===== config.mk =====
export PLATFORM = sky130hd
export DESIGN_NAME = spi_cmd_arbiter
export DESIGN_NICKNAME = d
export VERILOG_FILES = /design/src/rtl/spi_cmd_arbiter.sv
export SDC_FILE = /design/constraint.sdc
export NUM_CORES = 1
export LEC_CHECK = 0
export BUFFER_PORTS_ARGS = -buffer_cell sky130_fd_sc_hd__buf_2
export CORE_UTILIZATION = 49
export CTS_BUF_LIST = sky130_fd_sc_hd__clkbuf_4 sky130_fd_sc_hd__clkbuf_8 sky130_fd_sc_hd__clkbuf_16
export CTS_CLUSTER_SIZE = 14
export DETAILED_ROUTE_END_ITERATION = 10
export PLACE_DENSITY = 0.85
export SYNTH_ARGS = -nofsm -noshare
export SYNTH_HDL_FRONTEND = slang
export SYNTH_SLANG_ARGS = --single-unit

===== constraint.sdc =====
create_clock -name clk40M -period 2.95 [get_ports clk40M]
set_input_delay 0.295 -clock clk40M [delete_from_list [all_inputs] [get_ports clk40M]]
set_output_delay 0.295 -clock clk40M [all_outputs]
set_load 0.02 [all_outputs]

===== src/rtl/spi_cmd_arbiter.sv =====
`default_nettype none
// ============================================================================
// Module      : spi_cmd_arbiter
// Description : Shares the 5-byte SPI register-access front end
//               (cmdUpdate/cmd/addr/data) between NUM_REQ requesters.
//               Requests are granted round-robin. Each grant issues one
//               cmdUpdate strobe. Completion is detected from the SPI
//               chip-select, and a per-requester done pulse is returned
//               together with a timeout flag.
//
// Ports
//   clk40M       in   1           system clock
//   nRst         in   1           asynchronous active-low reset
//   req_valid    in   NUM_REQ     per-requester request, held until req_ack
//   req_word     in   NUM_REQ*40  per-requester command words; slice i is
//                                 {dataMsb,dataLsb,addrMsb,addrLsb,cmd}
//   req_ack      out  NUM_REQ     one-hot pulse: request accepted, word latched
//   req_done     out  NUM_REQ     one-hot pulse: transaction finished
//   req_timeout  out  1           qualifies req_done: 1 = ended by timeout
//   busy         out  1           high from grant until the end of GAP
//   cmdUpdate    out  1           1-cycle strobe to the SPI top
//   o_cmd .. o_dataMsb out 8 each latched command bytes
//   spi_cs_n     in   1           SPI chip-select (same clock domain)
//
// Revision    : 1.0  initial release
// ============================================================================
module spi_cmd_arbiter #(
    parameter int NUM_REQ       = 3,
    parameter int START_TIMEOUT = 16,
    parameter int XFER_TIMEOUT  = 1024,
    parameter int GAP_CLKS      = 4
) (
    input  logic                  clk40M,
    input  logic                  nRst,
    input  logic [NUM_REQ-1:0]    req_valid,
    input  logic [NUM_REQ*40-1:0] req_word,
    output logic [NUM_REQ-1:0]    req_ack,
    output logic [NUM_REQ-1:0]    req_done,
    output logic                  req_timeout,
    output logic                  busy,
    output logic                  cmdUpdate,
    output logic [7:0]            o_cmd,
    output logic [7:0]            o_addrLsb,
    output logic [7:0]            o_addrMsb,
    output logic [7:0]            o_dataLsb,
    output logic [7:0]            o_dataMsb,
    input  logic                  spi_cs_n
);

    localparam int c_IDX_W = (NUM_REQ > 1) ? $clog2(NUM_REQ) : 1;
    localparam int c_MAX_A = (START_TIMEOUT > XFER_TIMEOUT) ? START_TIMEOUT : XFER_TIMEOUT;
    localparam int c_MAX   = (c_MAX_A > GAP_CLKS) ? c_MAX_A : GAP_CLKS;
    localparam int c_CNT_W = $clog2(c_MAX + 1);

    typedef enum logic [2:0] {
        S_IDLE         = 3'd0,
        S_ISSUE        = 3'd1,
        S_WAIT_CS_LOW  = 3'd2,
        S_WAIT_CS_HIGH = 3'd3,
        S_GAP          = 3'd4
    } state_t;

    state_t               r_state;
    state_t               w_state_next;
    logic [c_CNT_W-1:0]   r_cnt;
    logic [c_CNT_W-1:0]   w_cnt_next;
    logic [c_IDX_W-1:0]   r_last_grant;
    logic [c_IDX_W-1:0]   r_grant;
    logic [c_IDX_W-1:0]   w_winner;
    logic                 w_found;
    logic [39:0]          r_word;
    logic [NUM_REQ-1:0]   r_ack;
    logic [NUM_REQ-1:0]   r_done;
    logic                 r_timeout;
    logic [NUM_REQ-1:0]   w_ack_next;
    logic [NUM_REQ-1:0]   w_done_next;
    logic                 w_timeout_next;
    logic [NUM_REQ-1:0]   w_grant_oh;
    logic [NUM_REQ-1:0]   w_upper;
    logic [39:0]          w_words [NUM_REQ];

    // Split the flat word bus per requester, and mark the requesters that
    // sit above the last grant (they are searched first).
    generate
        for (genvar g = 0; g < NUM_REQ; g++) begin : g_req
            assign w_words[g] = req_word[40*g +: 40];
            assign w_upper[g] = (c_IDX_W'(g) > r_last_grant);
        end
    endgenerate

    // Round-robin pick: lowest active requester above the last grant,
    // otherwise wrap around to the lowest active requester overall.
    always_comb begin
        w_found  = 1'b0;
        w_winner = '0;
        for (int i = NUM_REQ - 1; i >= 0; i--) begin
            if (req_valid[i]) begin
                w_found  = 1'b1;
                w_winner = c_IDX_W'(i);
            end
        end
        for (int i = NUM_REQ - 1; i >= 0; i--) begin
            if (req_valid[i] && w_upper[i]) begin
                w_winner = c_IDX_W'(i);
            end
        end
    end

    assign w_grant_oh = NUM_REQ'(1) << r_grant;

    // Next-state logic. ack/done are computed here and registered, so the
    // pulses coincide with the first cycle of the destination state.
    always_comb begin
        w_state_next   = r_state;
        w_ack_next     = '0;
        w_done_next    = '0;
        w_timeout_next = 1'b0;
        case (r_state)
            S_IDLE: begin
                if (w_found) begin
                    w_state_next = S_ISSUE;
                    w_ack_next   = NUM_REQ'(1) << w_winner;
                end
            end
            S_ISSUE: begin
                w_state_next = S_WAIT_CS_LOW;
            end
            S_WAIT_CS_LOW: begin
                if (!spi_cs_n) begin
                    w_state_next = S_WAIT_CS_HIGH;
                end else if (r_cnt == c_CNT_W'(START_TIMEOUT - 1)) begin
                    // SPI top never started (e.g. command it ignores)
                    w_state_next   = S_GAP;
                    w_done_next    = w_grant_oh;
                    w_timeout_next = 1'b1;
                end
            end
            S_WAIT_CS_HIGH: begin
                if (spi_cs_n) begin
                    w_state_next = S_GAP;
                    w_done_next  = w_grant_oh;
                end else if (r_cnt == c_CNT_W'(XFER_TIMEOUT - 1)) begin
                    w_state_next   = S_GAP;
                    w_done_next    = w_grant_oh;
                    w_timeout_next = 1'b1;
                end
            end
            S_GAP: begin
                if (r_cnt == c_CNT_W'(GAP_CLKS - 1)) begin
                    w_state_next = S_IDLE;
                end
            end
            default: begin
                w_state_next = S_IDLE;
            end
        endcase
    end

    // One shared counter: cleared on every state change, counting only in
    // the states that time something.
    always_comb begin
        w_cnt_next = '0;
        if (w_state_next == r_state) begin
            if ((r_state == S_WAIT_CS_LOW) || (r_state == S_WAIT_CS_HIGH) ||
                (r_state == S_GAP)) begin
                w_cnt_next = r_cnt + 1'b1;
            end
        end
    end

    always_ff @(posedge clk40M or negedge nRst) begin
        if (!nRst) begin
            r_state      <= S_IDLE;
            r_cnt        <= '0;
            r_last_grant <= c_IDX_W'(NUM_REQ - 1);  // requester 0 searched first
            r_grant      <= '0;
            r_word       <= '0;
            r_ack        <= '0;
            r_done       <= '0;
            r_timeout    <= 1'b0;
        end else begin
            r_state   <= w_state_next;
            r_cnt     <= w_cnt_next;
            r_ack     <= w_ack_next;
            r_done    <= w_done_next;
            r_timeout <= w_timeout_next;
            if ((r_state == S_IDLE) && w_found) begin
                r_grant      <= w_winner;
                r_last_grant <= w_winner;
                r_word       <= w_words[w_winner];
            end
        end
    end

    assign req_ack     = r_ack;
    assign req_done    = r_done;
    assign req_timeout = r_timeout;
    assign busy        = (r_state != S_IDLE);
    assign cmdUpdate   = (r_state == S_ISSUE);
    assign o_cmd       = r_word[7:0];
    assign o_addrLsb   = r_word[15:8];
    assign o_addrMsb   = r_word[23:16];
    assign o_dataLsb   = r_word[31:24];
    assign o_dataMsb   = r_word[39:32];

endmodule
`default_nettype wire


# Yosys cells after proc, flatten, opt, wreduce, memory -nomap -nowiden
# Cells that the tools add are included.
op_classes:
  n_addsub: 1
  n_lt_le_gt_ge: 4
  n_eq_ne: 8
  n_shift: 2
  muxes: 33
  n_bitwise: 1
  reduce_logical: 8
ops:
  columns: ["op", "n"]
  rows:
  - ["$bmux 40 s2", 1]
  - ["$mux 40", 2]
  - ["$mux 3", 12]
  - ["$mux 11", 2]
  - ["$pmux 3 s5", 1]
  - ["$mux 2", 6]
  - ["$add 11x1->11 const B", 1]
  - ["$eq 11x10->1 const B", 1]
  - ["$eq 11x2->1 const B", 1]
  - ["$eq 11x4->1 const B", 1]
  - ["$mux 1", 7]
  - ["$eq 3x2->1 const B", 2]
  - ["$pmux 3 s2", 1]
  - ["$shl 1x2->3 const A", 2]
  - ["$gt 1x2->1 const A", 2]
  - ["$logic_and 1x1->1", 4]
  - ["$eq 3x1->1 const B", 1]
  - ["$eq 3x3->1", 1]
  - ["$eq 3x3->1 const B", 1]
  - ["$ge 3x3->1 const B", 1]
  - ["$logic_not 3->1", 1]
  - ["$not 2->3", 1]
  - ["$reduce_bool 3->1", 1]
  - ["$gt 2x2->1 const A", 1]
  - ["other kinds (2)", 3]
word_totals:
  ff_bits: 65

# Logic depth before layout (Yosys ltp)
logic_depth:
  word_depth: 10
  ltp_mapped: 7
  ltp_nobuf: 6

# Worst setup path after synthesis
# OpenSTA, ideal clock, no wires.
synth_timing:
  kind: "register -> register"
  start: "reg r_cnt[0]"
  end: "reg r_state[2]"
  setup_ns: 0.087
  arrival_ns: 1.611
  required_ns: 2.863
  slack_ns: 1.252
  path_stages_with_launch: 7
  n_path_buf: 0
  cell_sequence: "dfrtp_1 -> ha_1 -> nand3_1 -> and3b_1 -> a21oi_1 -> or3_4 -> a22oi_1"
synth_via:
  elab_chain_len: 4
synth_rtl:
  columns: ["element", "line", "text"]
  rows:
  - ["start: declaration", "65", "logic [c_CNT_W-1:0] r_cnt;"]
  - ["start signal: assignment", "183", "r_cnt <= w_cnt_next;"]
  - ["$eq 11x10->1 or $eq 11x4->1 (tied branches)", "142, 131", null]
  - ["$mux 3, on equally long branches", "142, 131", null]
  - ["$mux 3, on equally long branches", "139, 129", null]
  - ["$pmux 3 s5 (*)", "118", "case (r_state)"]
  - ["named net w_state_next[2]", "64", "state_t w_state_next;"]
  - ["end signal: assignment", "182", "r_state <= w_state_next;"]
  - ["end: declaration", "63", "state_t r_state;"]
# The timed path passes the listed nets; every way through them passes the cells marked *.
# A chain may end at the register's enable or synchronous reset.

# Worst setup path after layout
layout_timing:
  start: "reg r_state[0]"
  end: "reg r_word[10]"
layout_via:
  elab_chain_len: 2
layout_rtl:
  columns: ["element", "line", "text"]
  rows:
  - ["$logic_not 3->1", "187", "if ((r_state == S_IDLE) && w_found) begin"]
  - ["$logic_and 1x1->1", "187", null]
  - ["end signal: assignment", "190", "r_word <= w_words[w_winner];"]
  - ["end: declaration", "71", "logic [39:0] r_word;"]
# Every way passes these cells.

==> impl_metrics.tcl <==
set metrics [dict create \
    gp_congestion 0.837 \
    drive_above_1_share_pct 40.8 \
    worstSkewPairLatency_ns 0.33 \
    ys_top_cells_by_area "dfrtp_1 (46%), mux2i_1 (12%), o221ai_1 (11%)" \
    powerDensity_mw_per_mm2 909 \
    path_clk_slew_ns 0.06 \
    cts_buffers 9 \
    htreeDepth 3 \
    cts.sinks 64 \
    grt_pass1_vias 3262 \
    synth_area_per_cell_sq_um 10.1 \
    ff2ff_path_depth 4 \
    worstSetupPathType "register to register" \
    start_util_pct 50.7 \
    finalCriticalPeriod_ns 2.43 \
    gr-total-overflow 0 \
    via_count 3255 \
    worst_pin_slew_ns 0.686 \
    timing.final.ws_setup_ns 0.518 \
    ys_seq_elements 64 \
    antenna_found_initial 2 \
    synth.distinct_cells 47 \
    hold_class "primary input to register" \
    hold_viol_final 0 \
    hpwl_um 6590 \
    syn_to_final_growth_pct 32.8 \
    die_area_sq_mm 0.00737 \
    die_y_um 85.9 \
    startpoint_type "register" \
    p_clk_share_pct 18.5 \
    clockBufferDepth 2 \
    drc 0 \
    clock-root-buffer "clkbuf_8" \
    async_reset_ff_share_pct 100 \
    setup_viol 0 \
    worstPathRequired_ns 3.17 \
    tns_ns 0 \
    power_frac_seq_pct 34.7 \
    fp.coreArea_sq_mm 0.00679 \
    synth_area_sq_mm 0.00345 \
    seq_area_frac_synth_pct 46.5 \
    slew_viol_final 0 \
    ios 175 \
    final_cells 615 \
    arrival_ns 2.66 \
    wirelength_um 9150 \
    grt_pass1_wl_um 14800 \
    p_sw_w 0.00174 \
    initialDrtViolationCount 125 \
    ant_nets 0 \
    peakVddDrop_v 0.000445 \
    maxSlewHeadroom_pct 54.2 \
    switching_share_pct 41.9 \
    grt_max_degree 44 \
    status "finished clean" \
    cap_viol_max_count 0 \
    fin_crit_sh_pct 82.4 \
    synth_top_area_share_pct 45.8 \
    post-place-ws_ns 0.523 \
    placed_cells 596 \
    hold_ws_ns 0.264 \
    syn_inst 340 \
    core.rowCount 30 \
    fmaxAchievable_ghz 0.411 \
    syn-num-nets 467 \
    pwr-share-comb_pct 46.8 \
    synth_warnings 0 \
    ys_dominant_reg_cell "dfrtp_1" \
    drt-vias-per-instance 5.29 \
    cts_tree "done" \
    routedWlPerCell_um 14.9 \
    hold_depth 3 \
    port_buffers 174 \
    rsz0062_at_grt "false" \
    cp-end-kind "register" \
    fillers 545 \
    dieWidth_um 85.9 \
    nNetsFinal 639 \
    finClkSkew_ns 0.00608 \
    synth_top_cell_by_area "dfrtp_1" \
    power.internal_w 0.00242 \
    synth_edf_count 0 \
    p_leak_nw 2.59 \
    grt_usage_pct 25.9 \
    crit_fanout 43 \
    drt_pass1_iterations 4 \
]
[what timing repair did]
item | 4_1_cts | 5_1_grt
setup buffers | 0 | 0
setup endpoints to repair | 0 | 0
resized for setup | 0 | 0
hold buffers | 1 | 0
hold endpoints to repair | 29 | 0
[cells in the final DEF (no fill, tap or decap), drive strengths merged, types with 4 or more instances in the layout]
cell	synthesis	routed
inv	46	46
xor2	5	5
nor3b	4	4
nor2	20	20
clkbuf	4	13
dfrtp	63	63
o31ai	5	5
nand4	4	4
nand2	49	49
mux2i	40	40
buf	16	180
o221ai	42	42
nor3	4	4
[power groups by stage]
stage	logic (W)	clock network [W]	registers, W
floorplan	0.00108	0	0.00175
global placement	0.00190	0	0.00143
detailed placement	0.00197	0	0.00145
CTS	0.00197	0.000788	0.00144
global route	0.00214	0.000834	0.00148
finish	0.00195	0.000770	0.00144
[per-layer routing]
metal,global-route usage [%],wire (um)
met1,29.2,3700
met2,47.8,4750
met3,3.85,444
met4,12.6,253
met5,0,0
[state kept, by name, indices dropped and copies added, names as in the netlist]
| name | count |
|---|---|
| r_word | 40 |
| r_state | 3 |
| r_grant | 1 |
| req_ack | 3 |
| req_done | 3 |
| r_cnt | 11 |
| r_last_grant | 2 |
| req_timeout | 1 |
[synthesized netlist by cell type (2+ instances only)]
cell      instances
and3b_1           3
o221ai_1         42
nand2b_1          3
nor2b_1           2
nand4_1           2
o31ai_1           4
mux2i_1          40
clkbuf_1          4
buf_6             8
xor2_1            5
nand2_1          49
nor2_2            2
inv_1            46
nor3b_1           3
nor2_1           18
a21oi_1           3
xnor2_1           3
nor3_1            4
buf_4             4
dfrtp_1          63
buf_2             4
nand3_1           3
[path summary, 6_finish.rpt]
kind	startpoint	to	slack, ns
setup / recovery	r_state[0]	r_word[10]	0.52
setup reg to reg	r_state[0]	r_word[10]	0.52
hold / removal	req_word[101]	r_word[21]	0.26
min in group asynchronous	nRst	r_word[3]	0.54
hold reg to reg	r_cnt[0]	r_cnt[0]	0.46
max in group asynchronous	nRst	r_word[14]	2.09
[per-stage QoR]
stage                     util, %  cell area, sq um  total power [W]
after floorplan                 -              3450          0.00282
after global placement       64.1              4350          0.00333
after detailed placement     64.1              4350          0.00342
after CTS                    67.3              4570          0.00420
after global routing         67.3              4580          0.00446
final                        67.3              4580          0.00416
[critical path, cell delays in order, from the launching register on]
cell and delay [ns]:
dfrtp_1 0.48, or2_2 0.33, nor2_2 0.39, nand4_4 0.64, o221ai_1 0.45
[cell type report]
class | count | area [sq um] | area share (%)
tap | 96 | 120 | 2.63
clock inverter | 3 | 40.0 | 0.875
multi-input combinational | 210 | 1540 | 33.7
clock buffer | 13 | 166 | 3.64
antenna | 2 | 5.00 | 0.109
timing repair buffer | 181 | 926 | 20.2
sequential | 64 | 1600 | 35.0
inverter | 46 | 173 | 3.77
[kinds of logic (layout without fill, tap and decap cells)]
kind of cell    after synthesis  in the layout  synth area share (%)
simple gates                101            101                  15.3
flops                        64             64                  46.5
xor+xnor                      8              8                  2.03
mux                          41             41                  11.9
fa+ha+maj                     1              1                 0.363
other cells                   0              2                     0
compound gates               59             59                  14.4
buf+inv                      66            243                  9.51
Power figures use the tool's default switching activity.
